File: src/rtl/inst_fetch_unit.sv
// Instruction fetch stage: owns the PC, reads instruction memory combinationally,
// buffers fetched words in a 2-entry in-order queue and hands {pc, inst} downstream.
module inst_fetch_unit #(
    parameter logic [31:0] RESET_PC = 32'h0000_0000,
    parameter logic [31:0] NOP_INST = 32'h0000_0013
) (
    input  logic        CLK,
    input  logic        RST,
    output logic [31:0] IMEM_ADDR,
    input  logic [31:0] IMEM_INST,
    input  logic        REDIRECT,
    input  logic [31:0] REDIRECT_PC,
    output logic        OUT_VALID,
    input  logic        OUT_READY,
    output logic [31:0] OUT_INST,
    output logic [31:0] OUT_PC,
    output logic [31:0] FETCH_COUNT
);

    localparam int unsigned XLEN = 32;

    typedef enum logic [1:0] {
        EMPTY = 2'd0,
        ONE   = 2'd1,
        FULL  = 2'd2
    } occ_t;

    occ_t            occ;
    logic [XLEN-1:0] pc;
    logic            head_valid;
    logic [XLEN-1:0] head_pc;
    logic [XLEN-1:0] head_inst;
    logic [XLEN-1:0] tail_pc;
    logic [XLEN-1:0] tail_inst;
    logic [XLEN-1:0] fetch_count;

    logic            pop;
    logic [XLEN-1:0] pc_next;
    logic [XLEN-1:0] redirect_target;

    assign pop             = head_valid & OUT_READY;
    assign pc_next         = pc + XLEN'(4);
    assign redirect_target = REDIRECT_PC & ~XLEN'(3);

    // Head entry lives in dedicated registers so the output port is a flop, not a mux.
    always_ff @(posedge CLK) begin
        if (RST) begin
            occ         <= EMPTY;
            pc          <= RESET_PC;
            head_valid  <= 1'b0;
            head_pc     <= '0;
            head_inst   <= NOP_INST;
            tail_pc     <= '0;
            tail_inst   <= NOP_INST;
            fetch_count <= '0;
        end else begin
            if (pop) begin
                fetch_count <= fetch_count + XLEN'(1);
            end
            if (REDIRECT) begin
                // A coinciding pop was already counted above; everything else is dropped.
                occ        <= EMPTY;
                pc         <= redirect_target;
                head_valid <= 1'b0;
                head_pc    <= '0;
                head_inst  <= NOP_INST;
            end else begin
                case (occ)
                    EMPTY: begin
                        head_valid <= 1'b1;
                        head_pc    <= pc;
                        head_inst  <= IMEM_INST;
                        pc         <= pc_next;
                        occ        <= ONE;
                    end
                    ONE: begin
                        pc <= pc_next;
                        if (pop) begin
                            head_pc   <= pc;
                            head_inst <= IMEM_INST;
                        end else begin
                            tail_pc   <= pc;
                            tail_inst <= IMEM_INST;
                            occ       <= FULL;
                        end
                    end
                    FULL: begin
                        // Only fetch when the head drains; otherwise pc and the queue hold.
                        if (pop) begin
                            head_pc   <= tail_pc;
                            head_inst <= tail_inst;
                            tail_pc   <= pc;
                            tail_inst <= IMEM_INST;
                            pc        <= pc_next;
                        end
                    end
                    default: begin
                        occ <= EMPTY;
                    end
                endcase
            end
        end
    end

    assign IMEM_ADDR   = pc;
    assign OUT_VALID   = head_valid;
    assign OUT_INST    = head_inst;
    assign OUT_PC      = head_pc;
    assign FETCH_COUNT = fetch_count;

endmodule
File: config.mk
export PLATFORM = sky130hd
export DESIGN_NAME = inst_fetch_unit
export DESIGN_NICKNAME = d
export VERILOG_FILES = /design/src/rtl/inst_fetch_unit.sv
export SDC_FILE = /design/constraint.sdc
export NUM_CORES = 1
export LEC_CHECK = 0
export CORE_ASPECT_RATIO = 0.9
export CORE_UTILIZATION = 43
export DETAILED_ROUTE_END_ITERATION = 10
export GPL_TIMING_DRIVEN = 0
export PLACE_DENSITY = 0.78
export SLEW_MARGIN = 40
export SYNTH_ARGS = -nofsm -noshare
export SYNTH_HDL_FRONTEND = slang
export SYNTH_SLANG_ARGS = --single-unit
File: constraint.sdc
create_clock -name CLK -period 2.4 [get_ports CLK]
set_input_delay 0.48 -clock CLK [delete_from_list [all_inputs] [get_ports CLK]]
set_output_delay 0.48 -clock CLK [all_outputs]
set_load 0.02 [all_outputs]
Word level (Yosys, flattened, before mapping)
Index checks and enable logic that the tools add are counted.
{"block": "totals", "reg_bits": 195, "input_bits": 68, "output_inout_bits": 129, "word_cells": 47}
{"block": "classes", "addsub": 2, "n_eq_ne": 6, "n_mux": 15, "bitwise_logic": 3, "reduce_logical": 12}
{"operator": "32-bit two-way mux", "count": 8}
{"operator": "32-bit case mux with 2 select lines", "count": 3}
{"operator": "32-bit case mux with 3 select lines", "count": 2}
{"operator": "32-bit by 1-bit adder with 32-bit output, second input constant", "count": 1}
{"operator": "32-bit by 3-bit adder with 32-bit output, second input constant", "count": 1}
{"operator": "2-bit inequality test, second input constant", "count": 3}
{"operator": "2-bit case mux with 3 select lines", "count": 1}
{"operator": "2-bit AND reduction", "count": 3}
{"operator": "3-bit nonzero test", "count": 2}
{"operator": "4-bit AND reduction", "count": 1}
{"operator": "2-bit nonzero test", "count": 2}
{"operator": "2-bit OR reduction", "count": 2}
{"operator": "3-bit inequality test, second input constant", "count": 1}
{"operator": "3-bit AND reduction", "count": 1}
{"operator": "2-bit by 1-bit == test with 1-bit output, second input constant", "count": 1}
{"operator": "2-bit == test, second input constant", "count": 1}
{"operator": "2-bit logical NOT", "count": 1}
{"operator": "2-bit two-way mux", "count": 1}
{"operator": "1-bit NOT", "count": 2}
{"operator": "1-bit bitwise AND", "count": 1}

Logic depth before layout (Yosys ltp)
Gate-level depths: netlist of run 1.
{"block": "depth", "word_depth": 4, "mapped_depth": 9, "ltp_nobuf": 6}

Least setup slack after synthesis of run 1
Ideal clock, no wire load.
{"block": "synth_timing", "path_type": "reg-to-reg", "from": "reg fetch_count[0], in the netlist FETCH_COUNT[0]", "to": "reg fetch_count[28], in the netlist FETCH_COUNT[28]", "setup_time_ps": 121, "arrival_ps": 2035, "required_time_ps": 2279, "slack_ps": 244, "stages_incl_launch_ff": 7, "n_path_buf": 1, "period_less_slack_ps": 2156, "cell_sequence": "dfxtp_1 > ha_1 > nand3_1 > or4_4 > buf_6 > nor4_1 > mux2_2"}
{"block": "synth_between", "elab_chain_len": 1}
{"item": "start, declared", "line_no": "35", "source": "logic [XLEN-1:0] fetch_count;"}
{"item": "start signal, assigned", "line_no": "58", "source": "fetch_count <= fetch_count + XLEN'(1);"}
{"item": "32-bit by 1-bit adder with 32-bit output", "line_no": "58"}
Every way passes these cells.
A chain may end at the register's enable or synchronous reset.

Worst setup path after layout of run 1
{"block": "layout_timing", "from": "reg fetch_count[2], in the netlist FETCH_COUNT[2]", "to": "reg fetch_count[27], in the netlist FETCH_COUNT[27]"}
Same word-level chain as after synthesis.

==> results of run 1 <==
## Yosys cell counts (all sizes together) (2+ instances only)
library cell  count
mux2i            65
nor2b             5
nor3b             2
and2              5
or4b              2
nor2            102
nand3            25
mux2              6
o21ai            12
buf              19
a211oi           69
o21a              2
a311oi           13
a2111oi           3
xor2              4
a31oi             3
o31ai            19
nand2           151
nor4             16
a21oi            84
inv              14
or4              23
nand4            29
and4             14
nand3b            4
dfxtp           189
or3              13
ha                5
nor3             12
o41ai             3
xnor2            11
and3              8
clkbuf           68
## state kept, by name, summed over array words and instances (netlist names)
register / flops
FETCH_COUNT: 32
OUT_INST: 32
tail_inst: 32
IMEM_ADDR: 30
OUT_PC: 30
tail_pc: 30
occ: 2
OUT_VALID: 1
## through the flow
stage	utilization	hold WS, ns
2_1_floorplan	-	0.432
3_3_place_gp	0.557	0.441
3_5_place_dp	0.557	0.446
4_1_cts	0.587	0.456
5_1_grt	0.590	0.473
6_report	0.590	0.456
## worst max-delay path, delay by kind of cell, from the launching register on
family | cells | cell delay [ns]
AND/OR/NAND/NOR | 2 | 0.80
flip-flops | 1 | 0.49
buffers and inverters | 2 | 0.42
AO/OA/AOI/OAI | 2 | 0.42
## report_power, final
group	internal (mW)	leakage, nW	switching (mW)
registers	3.28	1.54	0.136
logic	0.506	1.98	0.688
clock network	1.39	0.277	1.40
total	5.18	3.79	2.22
## layout make-up
cell class                      count  area (um^2)
Buffer                             85          387
Clock buffer                       18          429
Clock inverter                     14          148
Fill cell                        1671         7910
Inverter                           14         52.6
Multi-Input combinational cell    723         4350
Sequential cell                   189         3780
Tap cell                          250          313
Timing Repair Buffer              191         1910
## path summary, 6_finish.rpt
kind	end	cells after the start
worst min register to register	tail_inst[6]$_SDFFE_PP0P_	2
worst max register to register	FETCH_COUNT[27]$_SDFFE_PP0P_	6
worst max-delay path	FETCH_COUNT[27]$_SDFFE_PP0P_	6
worst min-delay path	tail_inst[6]$_SDFFE_PP0P_	2
## cells by family after synthesis
family | count (synthesis) | share of synthesized area
compound gates | 214 | 0.163
xor+xnor | 15 | 0.0154
buf+inv | 101 | 0.0495
flops | 189 | 0.444
mux | 71 | 0.0842
other cells | 1 | 0.000440
fa+ha+maj | 5 | 0.00734
simple gates | 414 | 0.236
## timing repair
item                       4_1_cts  5_1_grt
gates resized for setup          3       37
setup endpoints to repair      104      143
setup buffers                    0        2
pin swaps                        0        1
## metal layers
metal  routed length [um]  track usage  share of wire  up-vias
li1                     -            -              -     4064
met1                11200        0.360           0.44     3982
met2                11600        0.389           0.45      418
met3                 2340       0.0468          0.091       46
met4                  585       0.0903          0.023        0
met5                    0            0              0        -
==> PnR_summary.wiki, run 1 <==
{| class="wikitable"
! Metric !! Value
|-
| Run status || completed
|-
| Overall power of the completed layout || 7.40 mW
|-
| Flop and latch count out of synthesis || 189
|-
| Antenna-violating nets left || 0
|-
| Ordered cell list for the critical path || nand3_2 > or4_4 > buf_6 > clkbuf_1 > o41ai_1 > a21oi_1
|-
| Total number of vias || 8510
|-
| Required time of the critical path || 2.71 ns
|-
| Main flop type after synthesis || dfxtp_1
|-
| Area of placed instances || 10700 um^2
|-
| Setup WS pre-CTS || -0.417 ns
|-
| Number of standard cells after synthesis || 1010
|-
| ANT cells || 0
|-
| Pin count of the biggest net entering global routing || 20
|-
| Number of distinct library cells after synthesis || 50
|-
| Crit end category || register
|-
| EDFF count, synth || 0
|-
| Final critical delay including setup and external delays || 2.27 ns
|-
| Die height || 136 um
|-
| Sink Count || 189
|-
| Core region area || 19300 um^2
|-
| Worst Path Class, Setup || register to register
|-
| Routed wirelength normalized by instance count || 17.3 um
|-
| Final net count || 1294
|-
| H-tree level count || 4
|-
| Drt pass-1 iters || 5
|-
| Area of the mapped netlist || 8530 um^2
|-
| Fraction of registers with async set or reset after synthesis || 0
|-
| Total CTS buffers || 17
|-
| Post-Route WL || 25700 um
|-
| Die Area || 20400 um^2
|-
| Worst Path Max Fanout || 10
|-
| Number of antenna violations at the first check in global routing || 0
|-
| Dominant cells by area after synthesis || dfxtp_1 44%, mux2i_1 7.6%, nand2_1 6.6%
|-
| Std cell rows || 48
|-
| Startpoint of the worst setup timing path || FETCH_COUNT[2]$_SDFFE_PP0P_
|-
| Total of endpoints with negative setup slack in the final report || 0
|-
| Min-Delay Startpoint || tail_inst[6]$_SDFFE_PP0P_
|-
| Pins over their slew limit || 0
|-
| Warnings from Yosys || 0
|-
| Vias per cell || 5.73
|-
| Timing-limited maximum frequency || 441 MHz
|-
| Via count of the first global-routing pass || 7690
|-
| Hold bufs inserted after CTS || 0
|-
| FF-to-FF setup slack || 0.13 ns
|-
| Post-synth top area cell || dfxtp_1
|-
| Peak per-stage delay on the critical path || 0.59 ns
|-
| Clock-pin slew on the worst setup and hold paths || 0.07 ns
|-
| Critical Path Start Type || register
|-
| CTS tree || built
|-
| Total negative slack || 0 ns
|-
| Fin. Hold Viols || 0
|-
| Placer congestion estimate || 0.913
|-
| Seq/Total Area, Yosys || 0.444
|-
| DR DRC count || 0
|-
| Clock root buffer master || clkbuf_16
|-
| Top library cells by usage in the layout, fill and taps aside || 189 x dfxtp_1, 189 x clkdlybuf4s50_1, 151 x nand2_1
|-
| Peak supply drop || 0.502 mV
|-
| Global-route wire length before repair || 40600 um
|-
| Final setup margin || 0.132 ns
|-
| Standard cell with the maximum stage delay on the critical path || or4_4
|-
| Synthesized area divided by synthesized cell count || 8.44 um^2
|-
| CTS max path bufs || 2
|-
| GR Overflow Total || 0
|-
| Worst Path Arrival || 2.58 ns
|-
| Number of top-level design ports || 197
|-
| Worst Tran Pin Value || 0.764 ns
|-
| Max-capacitance violation count || 0
|-
| Chip width || 150 um
|-
| Final period util || 0.945
|-
| Port Buffer Count || 189
|-
| Area delta synth->final || 33.4%
|-
| Static power due to leakage || 3.79 nW
|-
| HPWL after detailed placement || 18300 um
|-
| Total power per unit cell area || 651 nW/um^2
|-
| Total global routing track utilization || 0.256
|-
| Startpoint of the lowest-slack register-to-register path || FETCH_COUNT[2]$_SDFFE_PP0P_
|-
| Layout cells sized above 1 || 0.0713
|-
| Worst rel slew slack || 0.489
|-
| Final cell area excluding filler cells || 11400 um^2
|-
| Count of routing violations after the opening detailed-route iteration || 668
|-
| Post-route clock skew || 0.00909 ns
|-
| Post-layout instance count excluding filler cells || 1484
|-
| Initial cell density of the core || 0.442
|-
| Clock insertion delay at the later pin of the skew report || 0.45 ns
|-
| Fraction of post-synthesis cell area in the top cell type by area || 0.444
|-
| RSZ-0062 raised after global routing || no
|-
| Number of cells in the design after placement || 1452
|-
| Class of the tightest hold or removal check || register to register
|}
Power figures use the tool's default switching activity.
==> inputs of run 2 (changes only) <==
--- a/config.mk
+++ b/config.mk
@@ -6,10 +6,10 @@
 export NUM_CORES = 1
 export LEC_CHECK = 0
 export CORE_ASPECT_RATIO = 0.9
-export CORE_UTILIZATION = 43
+export CORE_UTILIZATION = 30
 export DETAILED_ROUTE_END_ITERATION = 10
 export GPL_TIMING_DRIVEN = 0
-export PLACE_DENSITY = 0.78
+export PLACE_DENSITY = 0.61
 export SLEW_MARGIN = 40
 export SYNTH_ARGS = -nofsm -noshare
 export SYNTH_HDL_FRONTEND = slang
==> PnR_summary.wiki, run 2 (synthesized netlist as in run 1, its figures left out) <==
{| class="wikitable"
! Metric !! Value
|-
| Routed wirelength normalized by instance count || 17.3 um
|-
| Clock-pin slew on the worst setup and hold paths || 0.07 ns
|-
| Worst Hold Endpoint || tail_pc[30]$_SDFFE_PP0P_
|-
| Area delta synth->final || 35.4%
|-
| Post-route clock skew || 0.0127 ns
|-
| Critical Path Start Type || register
|-
| Final critical delay including setup and external delays || 2.24 ns
|-
| Layout cells sized above 1 || 0.0713
|-
| Class of the tightest hold or removal check || register to register
|-
| Worst rel slew slack || 0.479
|-
| Drt pass-1 iters || 8
|-
| Most common library cell in the layout ignoring fill and taps || clkdlybuf4s50_1
|-
| Core region area || 27900 um^2
|-
| Global-route wire length before repair || 43300 um
|-
| Min-Delay Startpoint || tail_pc[30]$_SDFFE_PP0P_
|-
| CTS tree || built
|-
| Startpoint of the lowest-slack register-to-register path || FETCH_COUNT[0]$_SDFFE_PP0P_
|-
| Multi-input logic area || 4360 um^2
|-
| Post-layout util || 0.413
|-
| Post-Route WL || 27600 um
|-
| GR Overflow Total || 0
|-
| Sequential standard cell area || 3780 um^2
|-
| Sink Count || 189
|-
| Top library cells by usage in the layout, fill and taps aside || 189 x clkdlybuf4s50_1, 188 x dfxtp_1, 151 x nand2_1
|-
| Cell depth of the worst min-delay path || 2
|-
| HPWL after detailed placement || 20100 um
|-
| DR DRC count || 11
|-
| Timing-limited maximum frequency || 447 MHz
|-
| Placer congestion estimate || 0.839
|-
| Crit end category || register
|-
| Area of placed instances || 10900 um^2
|-
| Worst Path Arrival || 2.53 ns
|-
| Peak per-stage delay on the critical path || 0.52 ns
|-
| Port Buffer Count || 189
|-
| Worst hold slack || 0.454 ns
|-
| Run status || finished, violations left
|-
| Ordered cell list for the critical path || ha_1 > nand3_1 > or4_4 > buf_6 > clkbuf_1 > o31ai_1 > a21oi_1
|-
| Family of cells with the greatest summed delay on the critical path || simple AND/OR/NAND/NOR gates
|-
| Total negative slack || 0 ns
|-
| Static power due to leakage || 3.81 nW
|-
| Reg-to-reg critical path endpoint || FETCH_COUNT[22]$_SDFFE_PP0P_
|-
| Antenna-violating nets left || 0
|-
| Worst Tran Pin Value || 0.780 ns
|-
| RSZ-0062 raised after global routing || no
|-
| Peak supply drop || 0.481 mV
|-
| Pins over their slew limit || 0
|-
| Pin count of the biggest net entering global routing || 19
|-
| Count of routing violations after the opening detailed-route iteration || 715
|-
| Total number of vias || 8256
|-
| Number of fillers in the final layout || 2814
|-
| Worst Path Class, Setup || register to register
|-
| Buffers plus inverters on the worst setup path || 2
|-
| Required time of the critical path || 2.69 ns
|-
| Max-capacitance violation count || 0
|-
| Standard cell with the maximum stage delay on the critical path || or4_4
|-
| Number of cells in the design after placement || 1562
|-
| Clock insertion delay at the later pin of the skew report || 0.44 ns
|-
| Total global routing track utilization || 0.189
|-
| Final cell area excluding filler cells || 11500 um^2
|-
| H-tree level count || 4
|-
| Cells on worst reg2reg path || 7
|-
| CTS max path bufs || 2
|-
| Via count of the first global-routing pass || 7709
|-
| Final net count || 1295
|-
| Failing checks || DRC
|-
| Total of endpoints with negative setup slack in the final report || 0
|-
| Std cell rows || 58
|-
| Number of top-level design ports || 197
|-
| Post-layout instance count excluding filler cells || 1596
|-
| Total CTS buffers || 17
|-
| FF-to-FF setup slack || 0.16 ns
|-
| Chip width || 180 um
|-
| Final period util || 0.933
|-
| Worst Path Max Fanout || 10
|-
| Die Area || 29100 um^2
|-
| Vias per cell || 5.17
|-
| Clock root buffer master || clkbuf_16
|-
| Initial cell density of the core || 0.305
|-
| Fin. Hold Viols || 0
|-
| Number of antenna violations at the first check in global routing || 1
|-
| Die height || 162 um
|-
| Total power per unit cell area || 646 nW/um^2
|}
[run 2: cell types whose count changed in the layout (fill, tap and decap cells not counted), moves of 2 or more]
cell / before / now
ha_1: 2 / 4
clkinv_4: 2 / 4
buf_2: 8 / 10
clkbuf_2: 22 / 16
clkbuf_1: 47 / 49
clkbuf_8: 0 / 3
ha_2: 3 / 1
[run 2: cell type report]
| cell class | instances | share of cell area |
|---|---|---|
| diodes | 1 | 0.000217 |
| plain buffers | 85 | 0.0334 |
| clock buffers | 20 | 0.0404 |
| clock inverters | 12 | 0.0105 |
| inverters | 14 | 0.00455 |
| multi-input cells | 723 | 0.378 |
| flip-flops and latches | 189 | 0.328 |
| well taps | 360 | 0.0390 |
| repair buffers | 192 | 0.166 |
[run 2: repair_timing]
action	4_1_cts	5_1_grt
setup buffers	0	3
endpoints found under the setup margin	154	89
pin swaps	0	2
gates resized for setup	13	18
hold buffers	0	0
endpoints found under the hold margin	0	0
[run 2: metrics by stage]
step / total power, mW / worst slack (ns)
finish: 7.45 / 0.161
global route: 7.79 / 0.00529
CTS: 7.54 / 0.0285
detailed placement: 4.70 / -0.598
global placement: 4.68 / -0.602
floorplan: 4.11 / 0.244
[run 2: per-layer routing]
metal  track usage  part of all wire  up-vias
met5             0                 0        -
met4        0.0513             0.011        0
met3        0.0388             0.058       24
li1              -                 -     4065
met2         0.298              0.45      256
met1         0.262              0.48     3911
[run 2: worst min-delay path, stage by stage, from the launching register on]
cell and delay [ns]:
dfxtp_1 0.31, nand2_1 0.05, a21oi_1 0.05
[run 2: where the power goes]
group / leakage (nW) / switching (mW) / internal, mW
Clock: 0.288 / 1.37 / 1.46
Sequential: 1.54 / 0.134 / 3.28
Combinational: 1.98 / 0.700 / 0.503
Total: 3.81 / 2.20 / 5.25
[run 2: how the worst max path moves through the flow]
| stage | startpoint | slack (ns) | endpoint | depth (start not counted) |
|---|---|---|---|---|
| 3_3_place_gp | RST | -0.60 | IMEM_ADDR[10]$_SDFFE_PP0P_ | 5 |
| 3_5_place_dp | RST | -0.60 | tail_pc[15]$_SDFFE_PP0P_ | 5 |
| 2_1_floorplan | FETCH_COUNT[0]$_SDFFE_PP0P_ | 0.24 | FETCH_COUNT[28]$_SDFFE_PP0P_ | 6 |
| 6_report | FETCH_COUNT[0]$_SDFFE_PP0P_ | 0.16 | FETCH_COUNT[22]$_SDFFE_PP0P_ | 7 |
| 4_1_cts | occ[0]$_SDFFE_PP0P_ | 0.03 | tail_pc[21]$_SDFFE_PP0P_ | 8 |
| 5_1_grt | IMEM_ADDR[3]$_SDFFE_PP0P_ | 0.005 | IMEM_ADDR[28]$_SDFFE_PP0P_ | 5 |
==> inputs of run 3 (changes only) <==
--- a/config.mk
+++ b/config.mk
@@ -10,6 +10,7 @@
 export DETAILED_ROUTE_END_ITERATION = 10
 export GPL_TIMING_DRIVEN = 0
 export PLACE_DENSITY = 0.61
+export REMOVE_ABC_BUFFERS = 1
 export SLEW_MARGIN = 40
 export SYNTH_ARGS = -nofsm -noshare
 export SYNTH_HDL_FRONTEND = slang
==> PnR_summary.wiki, run 3 (synthesized netlist as in run 1, its figures left out) <==
{| class="wikitable"
! Metric !! Value
|-
| Run status || finished, violations left
|-
| Failing checks || DRC
|-
| Most frequent CP cell || or4_1
|-
| Final critical delay including setup and external delays || 2.24 ns
|-
| Clock network fraction of total power || 0.391
|-
| Chip width || 180 um
|-
| Total power per unit cell area || 658 nW/um^2
|-
| H-tree level count || 4
|-
| Worst rel slew slack || 0.456
|-
| Port Buffer Count || 190
|-
| Placer congestion estimate || 0.780
|-
| Count of routing violations after the opening detailed-route iteration || 584
|-
| Die Area || 29100 um^2
|-
| GR Overflow Total || 0
|-
| Worst Path Class, Setup || register to register
|-
| Busiest metal layer after global routing || met2
|-
| Family of cells with the greatest summed delay on the critical path || simple AND/OR/NAND/NOR gates
|-
| Gate power share || 0.152
|-
| Most common library cell in the layout ignoring fill and taps || dfxtp_1
|-
| Via count of the first global-routing pass || 7180
|-
| Fin. Hold Viols || 0
|-
| Drt pass-1 iters || 10
|-
| Ordered cell list for the critical path || inv_1 > ha_1 > nor3_2 > or4_1 > or4_1 > nand3_1
|-
| Required time of the critical path || 2.78 ns
|-
| Timing-limited maximum frequency || 446 MHz
|-
| Worst Path Arrival || 2.63 ns
|-
| RSZ-0062 raised after global routing || no
|-
| CTS tree || built
|-
| Post-layout util || 0.408
|-
| Worst Path Max Fanout || 9
|-
| Clock insertion delay at the later pin of the skew report || 0.44 ns
|-
| Crit end category || register
|-
| Die height || 162 um
|-
| Peak per-stage delay on the critical path || 0.63 ns
|-
| Relative contribution of sequential cells to total power || 0.458
|-
| Initial cell density of the core || 0.305
|-
| Post-Route WL || 25000 um
|-
| Number of antenna violations at the first check in global routing || 0
|-
| Top library cells by usage in the layout, fill and taps aside || 189 x dfxtp_1, 187 x clkdlybuf4s50_1, 150 x nand2_1
|-
| Routed wirelength normalized by instance count || 16.4 um
|-
| Pins over their slew limit || 0
|-
| Global Route met1 Usage || 0.224
|-
| Static power due to leakage || 3.72 nW
|-
| Max-capacitance violation count || 0
|-
| Met2 track demand over resource || 0.277
|-
| Overall power of the completed layout || 7.50 mW
|-
| ANT cells || 0
|-
| Number of top-level design ports || 197
|-
| Standard cell with the maximum stage delay on the critical path || or4_1
|-
| Setup WS pre-CTS || -0.513 ns
|-
| HPWL after detailed placement || 16800 um
|-
| Core region area || 27900 um^2
|-
| Final period util || 0.935
|-
| Worst Tran Pin Value || 0.814 ns
|-
| Clock-pin slew on the worst setup and hold paths || 0.07 ns
|-
| Total of endpoints with negative setup slack in the final report || 0
|-
| Worst hold slack || 0.410 ns
|-
| CTS max path bufs || 2
|-
| Buffers plus inverters on the worst setup path || 1
|-
| Class of the tightest hold or removal check || input port to register
|-
| Antenna-violating nets left || 0
|-
| Layout cells sized above 1 || 0.0602
|-
| Net switching share of the total power || 0.274
|-
| Clock root buffer master || clkbuf_16
|-
| Total number of vias || 7872
|-
| Met3 Track Usage GR || 0.0426
|-
| Global-route wire length before repair || 39800 um
|-
| Final setup margin || 0.156 ns
|-
| Std cell rows || 58
|-
| Hold bufs inserted after CTS || 0
|-
| Switching pwr || 2.06 mW
|-
| Post-route clock skew || 0.0119 ns
|-
| Total global routing track utilization || 0.171
|-
| Total CTS buffers || 17
|-
| Sink Count || 189
|-
| DR DRC count || 15
|-
| Peak supply drop || 0.493 mV
|-
| Pin count of the biggest net entering global routing || 81
|-
| Area delta synth->final || 33.8%
|-
| Pint || 5.45 mW
|-
| Final net count || 1226
|-
| Critical Path Start Type || register
|-
| Vias per cell || 5.17
|}
[run 3: layout make-up]
| type | instances | area [um^2] |
|---|---|---|
| multi-input cells | 723 | 4400 |
| clock inverters | 10 | 140 |
| fillers | 2788 | 16500 |
| well taps | 360 | 450 |
| repair buffers | 208 | 2140 |
| flip-flops and latches | 189 | 3780 |
| clock buffers | 19 | 443 |
| inverters | 14 | 55.1 |
[run 3: what timing repair did]
action,in CTS,in global routing
gates resized for setup,2,4
endpoints found under the setup margin,28,33
buffers inserted,4,1
pin swaps,1,2
[run 3: worst paths after layout]
| check | startpoint | endpoint | slack (ns) | cells past startpoint |
|---|---|---|---|---|
| setup reg to reg | occ[1]$_SDFFE_PP0P_ | IMEM_ADDR[27]$_SDFFE_PP0P_ | 0.16 | 6 |
| hold / removal | RST | FETCH_COUNT[8]$_SDFFE_PP0P_ | 0.41 | 2 |
| setup / recovery | occ[1]$_SDFFE_PP0P_ | IMEM_ADDR[27]$_SDFFE_PP0P_ | 0.16 | 6 |
| hold reg to reg | tail_inst[13]$_SDFFE_PP0P_ | tail_inst[13]$_SDFFE_PP0P_ | 0.45 | 2 |
[run 3: routing by layer]
layer	share of wire	wire (um)	vias up
met5	0	0	-
met4	0.015	366	0
met3	0.059	1480	22
met2	0.46	11600	203
met1	0.46	11500	3713
li1	-	-	3934
[run 3: worst reg2reg max path: stages (launching register included)]
cell and delay (ns):
dfxtp_1 0.34, inv_1 0.12, ha_1 0.31, nor3_2 0.16, or4_1 0.63, or4_1 0.55, nand3_1 0.07
[run 3: stage by stage]
stage / area (um^2) / TNS (ns) / std cells
6_report: 11400 / 0 / 1523
3_3_place_gp: 10500 / -720.44 / 1476
2_1_floorplan: 8170 / -305.64 / 926
5_1_grt: 11400 / 0 / 1523
3_5_place_dp: 10700 / -33.62 / 1489
4_1_cts: 11400 / 0 / 1522
[run 3: power by group through the flow]
stage,clock (mW),sequential (mW),combinational (mW)
final,2.93,3.43,1.14
after floorplan,0,3.60,0.448
after detailed placement,0,3.51,1.14
after global placement,0,3.50,1.11
after CTS,3.02,3.43,1.15
after global routing,3.15,3.46,1.24
